===== src/rtl/floor_request_queue_if.sv =====
// Bundles the call-button, floor-position and queue-status signals between the
// elevator controller side (master) and the request queue (slave).
interface floor_request_queue_if #(
    parameter int unsigned NUM_FLOORS = 10
);
    logic [NUM_FLOORS-1:0] call_btn;
    logic [3:0]            current_floor;
    logic [3:0]            requested_floor;
    logic [NUM_FLOORS-1:0] pending;
    logic                  door_open;
    logic                  busy;

    modport master (
        output call_btn,
        output current_floor,
        input  requested_floor,
        input  pending,
        input  door_open,
        input  busy
    );

    modport slave (
        input  call_btn,
        input  current_floor,
        output requested_floor,
        output pending,
        output door_open,
        output busy
    );
endinterface


===== src/rtl/floor_request_queue.sv =====
// Elevator floor request queue: latches call-button edges, picks the next target
// floor with directional (collective) scheduling and times the door dwell.
module floor_request_queue #(
    parameter int unsigned NUM_FLOORS  = 10,
    parameter int unsigned DWELL_COUNT = 32'd20000000
) (
    input  logic                   clk,
    input  logic                   reset,
    floor_request_queue_if.slave   bus
);

    typedef enum logic [1:0] {StIdle, StServe, StDwell} state_e;

    state_e                r_state, w_state_next;
    logic [3:0]            r_req_floor, w_req_next;
    logic                  r_dir_up, w_dir_next;
    logic                  r_door, w_door_next;
    logic [31:0]           r_dwell_cnt, w_cnt_next;
    logic [NUM_FLOORS-1:0] r_pending;
    logic [NUM_FLOORS-1:0] r_btn_q;
    logic                  r_armed;

    logic [NUM_FLOORS-1:0] w_new_req;
    logic [NUM_FLOORS-1:0] w_clear_mask;
    logic                  w_clr_en;
    logic [3:0]            w_clr_floor;
    logic                  w_cur_valid;
    logic                  w_pend_at_cur;
    logic                  w_above_found, w_below_found;
    logic [3:0]            w_above_idx, w_below_idx;

    // Edge detection is suppressed until one cycle after reset release so a
    // button held across reset does not look like a fresh press.
    assign w_new_req   = r_armed ? (bus.call_btn & ~r_btn_q) : '0;
    assign w_cur_valid = 32'(bus.current_floor) < NUM_FLOORS;

    always_comb begin
        w_pend_at_cur = 1'b0;
        w_above_found = 1'b0;
        w_above_idx   = '0;
        w_below_found = 1'b0;
        w_below_idx   = '0;
        for (int i = 0; i < int'(NUM_FLOORS); i++) begin
            if (i == int'(bus.current_floor)) w_pend_at_cur = r_pending[i];
        end
        // Descending scan leaves the lowest pending floor above current.
        for (int i = int'(NUM_FLOORS) - 1; i >= 0; i--) begin
            if (r_pending[i] && (i > int'(bus.current_floor))) begin
                w_above_found = 1'b1;
                w_above_idx   = 4'(i);
            end
        end
        for (int i = 0; i < int'(NUM_FLOORS); i++) begin
            if (r_pending[i] && (i < int'(bus.current_floor))) begin
                w_below_found = 1'b1;
                w_below_idx   = 4'(i);
            end
        end
    end

    always_comb begin
        w_state_next = r_state;
        w_req_next   = r_req_floor;
        w_dir_next   = r_dir_up;
        w_door_next  = r_door;
        w_cnt_next   = r_dwell_cnt;
        w_clr_en     = 1'b0;
        w_clr_floor  = bus.current_floor;
        case (r_state)
            StIdle: begin
                if (r_pending != '0) begin
                    if (w_cur_valid && w_pend_at_cur) begin
                        w_clr_en     = 1'b1;
                        w_cnt_next   = '0;
                        w_door_next  = 1'b1;
                        w_state_next = StDwell;
                    end else if (w_above_found && (r_dir_up || !w_below_found)) begin
                        w_req_next   = w_above_idx;
                        w_dir_next   = 1'b1;
                        w_state_next = StServe;
                    end else begin
                        w_req_next   = w_below_idx;
                        w_dir_next   = 1'b0;
                        w_state_next = StServe;
                    end
                end
            end
            StServe: begin
                // An out-of-range floor report freezes the queue until it recovers.
                if (w_cur_valid) begin
                    if (bus.current_floor == r_req_floor) begin
                        w_clr_en     = 1'b1;
                        w_clr_floor  = r_req_floor;
                        w_cnt_next   = '0;
                        w_door_next  = 1'b1;
                        w_state_next = StDwell;
                    end else if (r_dir_up && w_above_found && (w_above_idx < r_req_floor)) begin
                        w_req_next = w_above_idx;
                    end else if (!r_dir_up && w_below_found && (w_below_idx > r_req_floor)) begin
                        w_req_next = w_below_idx;
                    end
                end
            end
            StDwell: begin
                w_cnt_next = r_dwell_cnt + 32'd1;
                if (r_dwell_cnt == 32'(DWELL_COUNT - 1)) begin
                    w_door_next  = 1'b0;
                    w_cnt_next   = '0;
                    w_state_next = StIdle;
                end
            end
            default: w_state_next = StIdle;
        endcase
    end

    always_comb begin
        w_clear_mask = '0;
        for (int i = 0; i < int'(NUM_FLOORS); i++) begin
            if (w_clr_en && (i == int'(w_clr_floor))) w_clear_mask[i] = 1'b1;
        end
    end

    always_ff @(posedge clk or negedge reset) begin
        if (!reset) begin
            r_state     <= StIdle;
            r_req_floor <= '0;
            r_dir_up    <= 1'b1;
            r_door      <= 1'b0;
            r_dwell_cnt <= '0;
            r_pending   <= '0;
            r_btn_q     <= '0;
            r_armed     <= 1'b0;
        end else begin
            r_state     <= w_state_next;
            r_req_floor <= w_req_next;
            r_dir_up    <= w_dir_next;
            r_door      <= w_door_next;
            r_dwell_cnt <= w_cnt_next;
            // Clear wins over a same-cycle press on the floor being served.
            r_pending   <= (r_pending | w_new_req) & ~w_clear_mask;
            r_btn_q     <= bus.call_btn;
            r_armed     <= 1'b1;
        end
    end

    assign bus.requested_floor = r_req_floor;
    assign bus.pending         = r_pending;
    assign bus.door_open       = r_door;
    assign bus.busy            = (r_state != StIdle);

endmodule


===== src/flat_wrapper.sv =====
// flat-port wrapper written by rule: the top's interface ports become plain ports
module floor_request_queue_flat 
#(
    parameter int unsigned NUM_FLOORS  = 10,
    parameter int unsigned DWELL_COUNT = 32'd20000000
)
  (clk, reset, bus_call_btn, bus_current_floor, bus_requested_floor, bus_pending, bus_door_open, bus_busy);
  floor_request_queue_if #(.NUM_FLOORS(NUM_FLOORS)) bus_i ();
  input  logic clk;
  input  logic reset;
  input wire logic [$bits(bus_i.call_btn)-1:0] bus_call_btn;
  input wire logic [$bits(bus_i.current_floor)-1:0] bus_current_floor;
  output wire logic [$bits(bus_i.requested_floor)-1:0] bus_requested_floor;
  output wire logic [$bits(bus_i.pending)-1:0] bus_pending;
  output wire logic [$bits(bus_i.door_open)-1:0] bus_door_open;
  output wire logic [$bits(bus_i.busy)-1:0] bus_busy;
  assign bus_i.call_btn = bus_call_btn;
  assign bus_i.current_floor = bus_current_floor;
  assign bus_requested_floor = bus_i.requested_floor;
  assign bus_pending = bus_i.pending;
  assign bus_door_open = bus_i.door_open;
  assign bus_busy = bus_i.busy;
  floor_request_queue #(.NUM_FLOORS(NUM_FLOORS), .DWELL_COUNT(DWELL_COUNT)) u_core (.clk(clk), .reset(reset), .bus(bus_i));
endmodule

===== config.mk =====
export PLATFORM = sky130hd
export DESIGN_NAME = floor_request_queue_flat
export DESIGN_NICKNAME = d
export VERILOG_FILES = /design/src/rtl/floor_request_queue_if.sv /design/src/rtl/floor_request_queue.sv /design/src/flat_wrapper.sv
export SDC_FILE = /design/constraint.sdc
export NUM_CORES = 1
export LEC_CHECK = 0
export CORE_MARGIN = 4
export CORE_UTILIZATION = 59
export DETAILED_ROUTE_END_ITERATION = 8
export GPL_ROUTABILITY_DRIVEN = 0
export PLACE_DENSITY = 0.79
export SKIP_CTS_REPAIR_TIMING = 1
export SLEW_MARGIN = 0
export SYNTH_ARGS = -nofsm -noshare
export SYNTH_HDL_FRONTEND = slang
export SYNTH_SLANG_ARGS = --single-unit

===== constraint.sdc =====
create_clock -name clk -period 3.7 [get_ports clk]
set_input_delay 0.37 -clock clk [delete_from_list [all_inputs] [get_ports clk]]
set_output_delay 0.37 -clock clk [all_outputs]
set_load 0.03 [all_outputs]

==> out/metrics.csv <==
stage,metric,value,unit
place,HPWL Detailed,7250,microns
drt,Iter 0 DRT Violations,363,
die,I/O Pins,32,
drt,DRC violations left,0,
grt,initial antenna violation count,0,
die,DIE AREA,0.00810,sq mm
place,dpl cell area,0.00438,sq mm
finish,number of diodes,0,
logic_synthesis,Mapped Cells,447,
clock_tree,TritonCTS clock tree,yes,
clock_tree,H-tree depth,3,
power,power density over the cells,368,mW/mm^2
worst_setup_path,Critical Path Fanout Max,20,
worst_setup_path,WS Path Type,input port to register,
worst_setup_path,Startpoint Class,input port,
outcome,outcome,completed,
logic_synthesis,Post-Syn Area per Cell,8.87,sq um
finish,most frequent cells in the layout,"60 x dfrtp_1, 35 x nor2_1, 33 x inv_1",
worst_setup_path,R2R Path End,u_core.bus.requested_floor[0]$_DFFE_PN0P_,
drt,Via density,6.59,
place,placed cells,550,
sta,Fin. Hold Viols,0,
grt,largest net degree at the start of global routing,34,
worst_setup_path,"Req. time, crit path",3.92,ns
logic_synthesis,"Cell Area, Synth",0.00397,sq mm
finish,area grow syn2layout,16.2,%
clock_tree,Clock Latency Late Sink,0.34,ns
worst_setup_path,R2R cell count,13,
clock_tree,root buf cell,clkbuf_8,
place,I/O Buffers,31,
worst_setup_path,"reg-to-reg slack, setup",0.70,ns
die,DIE HEIGHT,90.0,microns
drt,drt total wl,9990,microns
grt,global-route wire length before repair,17000,microns
logic_synthesis,Synth cell types,71,
drt,First-pass DRT Iterations,7,
hold_path,HP Class,input port to asynchronous set/reset pin,
sta,Tmin final,3.18,ns
finish,final instance area,0.00461,sq mm
logic_synthesis,most common flop cell mapped by yosys,dfrtp_1,
job,Max-cap violations,0,
sta,Final TNS setup,0,ns
sta,Slew Limit Headroom,51.2,%
sta,Final Setup Violations,0,
power,worst-case vdd ir drop,0.378,mV
die,Rows,29,
worst_setup_path,critical path capture point type,register,
worst_setup_path,CP arrival,3.40,ns
worst_setup_path,FF-to-FF Start,u_core.bus.pending[4]$_DFF_PN0_,
logic_synthesis,syn nets,474,
sta,fin crit share,85.9,%
logic_synthesis,Yosys top cell by area,dfrtp_1,
grt,Tot GR Track Use,25.4,%
grt,vias in the first global route,3440,
die,Chip Width,90.0,microns
sta,Final Max Slew Viols,0,
drt,Via Count,3732,
finish,share of layout cells above drive strength 1,11.5,%
logic_synthesis,Post-synth EDFFs,0,
logic_synthesis,sequential area share after synthesis,38.5,%
finish,"Net count, final",511,
logic_synthesis,asr flop ratio synth,100,%
die,core area,0.00642,sq mm
finish,fill count,507,
logic_synthesis,top cell type's share of synthesized area,37.9,%
logic_synthesis,synth top area cells,"dfrtp_1 38%, a21oi_1 3.7%, ha_1 3.5%, o21ai_0 3.4%, nor2_1 3.3%",
finish,Layout Cells excl Fill,566,
sta,Tightest Pin Transition,0.733,ns
logic_synthesis,YS warnings,0,
clock_tree,total clock sinks,61,
power,Static Leak,1.99,nW
sta,PnR worst setup slack,0.523,ns
sta,RSZ-0062 raised after global routing,false,
clock_tree,clock transition at the registers of the reported paths,0.07,ns
sta,Worst Skew,0.0111,ns
clock_tree,TritonCTS buffer count,9,
grt,total gr overflow,0,
drt,WL/cell,17.7,microns
place,pre-CTS worst setup slack,0.208,ns
drt,Antenna Nets Post-Route,0,
logic_synthesis,number of synthesized register bits,61,
die,Initial Util,61.7,%
finish,"commonest non-fill, non-tap cell in the layout",dfrtp_1,
sta,max frequency,0.315,GHz
clock_tree,Max Buffers Root-to-Sink,2,
[sequential cells by signal, summed over array words and instances (netlist names)]
name and cells:
u_core.bus.door_open 1, u_core.r_btn_q 10, u_core.r_dir_up 1, u_core.bus.requested_floor 4
u_core.r_dwell_cnt 32, u_core.r_state 2, u_core.bus.pending 10, u_core.r_armed 1
[worst max-delay path, stage by stage]
cell and delay [ns]:
clkdlybuf4s50_1 0.51, buf_4 0.26, nor2b_1 0.22, a31o_2 0.17
a222oi_1 0.08, a31oi_1 0.35, ha_1 0.22, nor2b_1 0.04
o21a_1 0.16, o21a_1 0.17, o211ai_1 0.16, nand2_1 0.11
o2111ai_4 0.22, mux2_2 0.35
[per-stage QoR]
stage / power [mW] / hold slack (ns) / util (%)
3_5_place_dp: 1.03 / 0.466 / 68.3
4_1_cts: 1.70 / 0.101 / 71.7
2_1_floorplan: 0.947 / 0.0744 / -
3_3_place_gp: 1.02 / 0.464 / 68.3
6_report: 1.69 / 0.0892 / 71.7
5_1_grt: 1.79 / 0.144 / 71.7
[per-layer routing]
layer / up-vias / global-route usage [%] / part of all wire (%)
li1: 1753 / - / -
met3: 10 / 5.68 / 7.4
met5: - / 0 / 0
met1: 1813 / 37.4 / 45
met2: 156 / 38.3 / 47
met4: 0 / 6.51 / 0.56
[final cells by class]
cell class                      instances  area [sq um]  area share [%]
Clock inverter                          6          95.1            2.06
Timing Repair Buffer                   51           455            9.89
Inverter                               34           128            2.77
Tap cell                               77          96.3            2.09
Sequential cell                        61          1530            33.2
Clock buffer                           10           128            2.77
Multi-Input combinational cell        327          2180            47.3
[Yosys cell counts (4+ instances only)]
cell type,instances
nand2_1,24
inv_1,33
a211oi_1,4
o31ai_1,7
nor4_1,6
a31oi_1,17
ha_1,11
or3_1,8
nand4_1,9
o21a_1,5
o21ai_0,27
xor2_1,9
dfrtp_1,60
nor2b_1,7
xnor2_1,5
nor3_1,6
nor2_1,35
buf_2,10
a21oi_1,29
o211ai_1,5
o2111ai_1,10
and2_1,5
nand3_1,14
mux2i_1,8
clkbuf_1,9
nand2b_1,7
and3_1,7
or4_1,6
[cell families after synthesis]
kind of cell	after synthesis	synth area share [%]
xor+xnor	14	3.09
simple gates	144	19.2
flops	61	38.5
other cells	1	0.0946
buf+inv	59	6.56
compound gates	146	26.2
mux	11	2.87
fa+ha+maj	11	3.47
[how the worst max path moves through the flow]
stage / slack (ns) / end / cells past startpoint / start
detailed placement: 0.21 / u_core.bus.requested_floor[2]$_DFFE_PN0P_ / 15 / bus_current_floor[0]
floorplan: 0.58 / u_core.bus.requested_floor[0]$_DFFE_PN0P_ / 15 / bus_current_floor[2]
finish: 0.52 / u_core.bus.requested_floor[0]$_DFFE_PN0P_ / 14 / bus_current_floor[0]
CTS: 0.56 / u_core.bus.requested_floor[0]$_DFFE_PN0P_ / 14 / bus_current_floor[0]
global route: 0.34 / u_core.bus.requested_floor[2]$_DFFE_PN0P_ / 15 / bus_current_floor[0]
global placement: 0.30 / u_core.bus.requested_floor[0]$_DFFE_PN0P_ / 14 / bus_current_floor[2]
[power by group]
| group | switching [mW] | internal (mW) |
|---|---|---|
| sequential | 0.0525 | 0.714 |
| combinational | 0.146 | 0.112 |
| clock | 0.284 | 0.385 |
| total | 0.482 | 1.21 |
Note: power is estimated with default switching activity, not from simulation.
